$ cat config.mk
export PLATFORM = sky130hd
export DESIGN_NAME = wf_uart_rx
export DESIGN_NICKNAME = d
export VERILOG_FILES = /design/src/rtl/wf_uart_pkg.sv /design/src/rtl/wf_uart_tick.sv /design/src/rtl/wf_uart_rx.sv
export SDC_FILE = /design/constraint.sdc
export NUM_CORES = 1
export LEC_CHECK = 0
export CELL_PAD_IN_SITES_DETAIL_PLACEMENT = 1
export CELL_PAD_IN_SITES_GLOBAL_PLACEMENT = 1
export CORE_ASPECT_RATIO = 0.8
export CORE_MARGIN = 1.5
export CORE_UTILIZATION = 45
export CTS_CLUSTER_DIAMETER = 40
export DETAILED_ROUTE_END_ITERATION = 6
export GPL_TIMING_DRIVEN = 0
export PLACE_DENSITY = 0.86
export REMOVE_ABC_BUFFERS = 1
export SYNTH_ARGS = -nofsm -noshare
export SYNTH_HDL_FRONTEND = slang
export SYNTH_HIERARCHICAL = 1
export SYNTH_SLANG_ARGS = --single-unit
$ cat constraint.sdc
create_clock -name clk -period 3 [get_ports clk]
set_clock_uncertainty 0.05 [all_clocks]
set_input_delay 0.6 -clock clk [delete_from_list [all_inputs] [get_ports clk]]
set_output_delay 0.6 -clock clk [all_outputs]
set_load 0.05 [all_outputs]
$ cat src/rtl/wf_uart_pkg.sv
// Shared types and helpers for the WimpFi host-link UART blocks.
`timescale 1ns/1ps
package wf_uart_pkg;

  typedef enum logic [2:0] {IDLE, START, DATA, STOP, BREAK} uart_rx_state_t;

  localparam int OVERSAMPLE = 16;

  // Rounded clk/(baud*16) divider for the oversample tick.
  function automatic int os_div(input longint clk_freq, input longint baud);
    longint den;
    den = baud * longint'(OVERSAMPLE);
    return int'((clk_freq + (den >> 1)) / den);
  endfunction

endpackage

$ cat src/rtl/wf_uart_tick.sv
// Oversample tick divider: one-cycle tick every DIV clocks, realignable via restart.
`timescale 1ns/1ps
module wf_uart_tick #(
  parameter int DIV = 651
) (
  input  logic clk,
  input  logic rst_n,
  input  logic restart,
  output logic tick
);

  localparam int CW = (DIV > 1) ? $clog2(DIV) : 1;
  localparam logic [CW-1:0] LAST = CW'(DIV - 1);

  logic [CW-1:0] cnt_q, cnt_d;

  assign tick = !restart && (cnt_q == LAST);

  always_comb begin
    cnt_d = cnt_q + 1'b1;
    if (restart || cnt_q == LAST) cnt_d = '0;
  end

  always_ff @(posedge clk or negedge rst_n) begin
    if (!rst_n) cnt_q <= '0;
    else        cnt_q <= cnt_d;
  end

endmodule

$ cat src/rtl/wf_uart_rx.sv
// 8N1 oversampling UART receiver with majority voting and a 1-entry holding register.
`timescale 1ns/1ps
module wf_uart_rx
  import wf_uart_pkg::*;
#(
  parameter int CLK_FREQ  = 100_000_000,
  parameter int BAUD_RATE = 9600
) (
  input  logic       clk,
  input  logic       rst_n,
  input  logic       rxd,
  output logic [7:0] rx_data,
  output logic       rx_valid,
  input  logic       rx_ready,
  output logic       ferr,
  output logic       overrun,
  output logic       busy
);

  localparam int DIV = os_div(longint'(CLK_FREQ), longint'(BAUD_RATE));

  uart_rx_state_t state_q, state_d;
  logic [1:0] sync_q;
  logic       rxd_s, rxd_prev_q, fall;
  logic [3:0] scnt_q, scnt_d, snext;
  logic [2:0] bidx_q, bidx_d;
  logic [7:0] shreg_q, shreg_d, data_q;
  logic       s7_q, s8_q, maj, at9, at15;
  logic       valid_q, ferr_q, ovr_q;
  logic       tick, restart, deliver, frame_err;

  assign rxd_s   = sync_q[1];
  assign fall    = rxd_prev_q & ~rxd_s;
  assign restart = (state_q == IDLE) && fall;
  // snext is the index of the tick being consumed this cycle (wraps 15 -> 0)
  assign snext   = scnt_q + 4'd1;
  assign at9     = tick && (snext == 4'd9);
  assign at15    = tick && (snext == 4'd15);
  assign maj     = (s7_q & s8_q) | (s7_q & rxd_s) | (s8_q & rxd_s);

  wf_uart_tick #(.DIV(DIV)) u_tick (
    .clk     (clk),
    .rst_n   (rst_n),
    .restart (restart),
    .tick    (tick)
  );

  always_comb begin
    state_d   = state_q;
    scnt_d    = scnt_q;
    bidx_d    = bidx_q;
    shreg_d   = shreg_q;
    deliver   = 1'b0;
    frame_err = 1'b0;
    if (tick) scnt_d = snext;
    case (state_q)
      IDLE: begin
        if (fall) begin
          state_d = START;
          scnt_d  = '0;
        end
      end
      START: begin
        if (at9 && maj) state_d = IDLE;
        else if (at15) begin
          state_d = DATA;
          bidx_d  = '0;
        end
      end
      DATA: begin
        if (at9) shreg_d = {maj, shreg_q[7:1]};
        if (at15) begin
          bidx_d = bidx_q + 3'd1;
          if (bidx_q == 3'd7) state_d = STOP;
        end
      end
      STOP: begin
        // Leave mid-stop-bit so a back-to-back start edge is not missed
        if (at9) begin
          if (maj) begin
            deliver = 1'b1;
            state_d = IDLE;
          end else begin
            frame_err = 1'b1;
            state_d   = BREAK;
          end
        end
      end
      BREAK: begin
        if (rxd_s) state_d = IDLE;
      end
      default: state_d = IDLE;
    endcase
  end

  always_ff @(posedge clk or negedge rst_n) begin
    if (!rst_n) begin
      sync_q     <= 2'b11;
      rxd_prev_q <= 1'b1;
      state_q    <= IDLE;
      scnt_q     <= '0;
      bidx_q     <= '0;
      shreg_q    <= '0;
      s7_q       <= 1'b1;
      s8_q       <= 1'b1;
      data_q     <= '0;
      valid_q    <= 1'b0;
      ferr_q     <= 1'b0;
      ovr_q      <= 1'b0;
    end else begin
      sync_q     <= {sync_q[0], rxd};
      rxd_prev_q <= rxd_s;
      state_q    <= state_d;
      scnt_q     <= scnt_d;
      bidx_q     <= bidx_d;
      shreg_q    <= shreg_d;
      if (tick && snext == 4'd7) s7_q <= rxd_s;
      if (tick && snext == 4'd8) s8_q <= rxd_s;
      ferr_q <= frame_err;
      ovr_q  <= deliver && valid_q && !rx_ready;
      if (deliver && (!valid_q || rx_ready)) begin
        data_q  <= shreg_q;
        valid_q <= 1'b1;
      end else if (valid_q && rx_ready) begin
        valid_q <= 1'b0;
      end
    end
  end

  assign rx_data  = data_q;
  assign rx_valid = valid_q;
  assign ferr     = ferr_q;
  assign overrun  = ovr_q;
  assign busy     = (state_q != IDLE);

endmodule
==> out/results.ini <==
[timing]
max_freq_mhz=358.0
hold_viol_final=0
slew_viol_final=0
finalCritPeriodShare=0.9312
finalSetupViolations=0
hold_slack_ps=318.7
rsz0062_at_grt=no
slew_headroom=0.3578
period_minus_slack_ps=2794
tightest_slew_ps=963.3

[synthesis]
synth_ff_type=dfrtp_1
synthArstFlopShare=1.000
syn_inst=175
synth_area_mm2=0.002083
synth-edff-count=0
synth_top_area_frac=0.4685
synth_top_area_cell=dfrtp_1
ys.warnings.count=6
postSynthAreaPerCell_um2=11.90
yosys-top-cells-area=dfrtp_1, mux2_2, dfstp_2
yosysSeqAreaShare=0.5315
synth_cell_types=48
ys_ff_latch=44

[floorplanning]
die_y_um=63.86
ios=16
die_w_um=79.07
num_rows=21
core_area_mm2=0.004309
start_util=0.4834
dieArea_mm2=0.005049

[worst_hold_path]
hold_path.class=register to register

[worst_setup_path]
endpoint_kind=register
rrSetupSlack_ps=210
crit_type=register to register
cp.arrival_ps=2940
crit_fanout=8
cp-start-kind=register
cp.required_ps=3140

[detailed_routing]
viasPerCell=5.876
wl_per_cell_um=20.62
dr.pass1.iters=4
wl_met2_um=2726
drtIter0Drc=124
detail-route-antenna-nets=0
dr_wl_met3_um=167
vias=1463
highest_layer=met4
met1_length_um=2122
routed_wl_um=5134
drc=0

[run]
cap_violations=0

[place]
numPortBuffers=15
gp_congestion=0.8233
hpwl_um=3383

[global_route]
antenna_found_initial=0
overflow=0
grt_pass1_wl_um=8714
grt_pass1_vias=1653
grt_max_degree=45
grt_use_total=0.2365

[power_and_ir_drop]
p_leak_nw=1.100
pwr_density_cell_mw_per_mm2=578.1
ir_drop_mv=0.3845

[clock_tree]
cts-root-buf=clkbuf_8
cts_buffer_depth=2
cts_tree=built
cts_sinks=44
cts.htree.levels=2
insertion_delay_ps=310
clkTransAtPathRegs_ps=80
numCtsBuffers=5
postCtsSetupBuffers=0

[finish]
layout_common_cells=dfrtp_1, mux2_2, clkdlybuf4s50_1
layout.nets=203
drive_gt1_frac=0.2292
antennaDiodeCount=0
area_delta_synth_final_pct=15.56
layout_commonest_cell=dfrtp_1
fin_util=0.5587

[run_status]
status=finished clean

[power breakdown]
group	switching [mW]	leakage [nW]	internal, mW
sequential	0.0776	0.583	0.642
clock	0.214	0.0614	0.272
combinational	0.112	0.456	0.0740
total	0.404	1.10	0.988
[metrics by stage]
stage	std cells	power (mW)	worst slack (ps)	cell area [µm²]	setup TNS, ps
4_1_cts	249	1.397	130.9	2402	0
5_1_grt	249	1.452	3.489	2407	0
3_3_place_gp	241	0.8717	28.91	2277	0
3_5_place_dp	241	0.9048	-112.7	2272	-757.5
6_report	249	1.392	206.5	2407	0
2_1_floorplan	169	0.8260	449.9	2056	0
[state kept, by name (all words and copies together) (netlist names)]
| signal | count |
|---|---|
| u_tick/cnt_q | 10 |
| rx_data | 8 |
| shreg_q | 8 |
| scnt_q | 4 |
| bidx_q | 3 |
| state_q | 3 |
| sync_q | 2 |
| ferr | 1 |
| overrun | 1 |
| rx_valid | 1 |
| rxd_prev_q | 1 |
| s7_q | 1 |
| s8_q | 1 |
[logic make-up after synthesis]
| group | Yosys count | synth area share |
|---|---|---|
| adder cells (fa/ha/maj) | 9 | 0.05285 |
| XOR/XNOR | 7 | 0.02943 |
| flip-flops | 44 | 0.5315 |
| AO/OA/AOI/OAI | 29 | 0.1027 |
| AND/OR/NAND/NOR | 55 | 0.1538 |
| buffers and inverters | 11 | 0.02222 |
| multiplexers | 20 | 0.1075 |
[synthesized netlist by cell type, drive strengths merged (2+ instances only)]
master  count
buf         3
a21oi       8
xnor2       2
clkbuf      3
inv         5
mux2       19
and3        3
nand3       6
or3         5
dfrtp      39
nand2       9
nand2b      3
ha          8
o21ai       8
xor2        5
nor4b       2
nand4       3
nor3        2
a22o        2
dfstp       5
nor2       14
a32o        2
[area by class of cell]
class | instances | area, µm²
sequential | 44 | 1107
timing repair buffer | 15 | 145.1
clock buffer | 6 | 82.58
multi-input combinational | 120 | 943.4
inverter | 5 | 18.77
clock inverter | 2 | 38.79
tap | 57 | 71.32
fill | 458 | 1902
[timing repair]
action,4_1_cts,5_1_grt
pin swaps,0,1
resized for setup,2,1
setup endpoints to repair,8,8
hold buffers,0,0
[final timing paths]
path | end | cells past startpoint | start
max in group asynchronous | rx_data[7] | 1 | rst_n
worst max register to register | shreg_q[4] | 9 | u_tick/cnt_q[0]
min in group asynchronous | u_tick/cnt_q[0] | 1 | rst_n
worst min register to register | sync_q[1] | 0 | sync_q[0]
worst min-delay path | sync_q[1] | 0 | sync_q[0]
worst max-delay path | shreg_q[4] | 9 | u_tick/cnt_q[0]
[layer usage]
| metal | vias up | GRT usage |
|---|---|---|
| met5 | - | 0 |
| met4 | 0 | 0.09649 |
| met3 | 10 | 0.05857 |
| met2 | 33 | 0.4284 |
| met1 | 759 | 0.2644 |
| li1 | 661 | - |
[worst max-delay path, stage by stage, from the launching register on]
cell      delay, ps
dfrtp_1         430
inv_1            80
ha_1            160
nor4b_2         270
nand4_1         190
nor2_4          230
and4bb_1        360
nand2_1         170
a21oi_4         340
mux2_2          390
(Power assumes the default switching activity.)
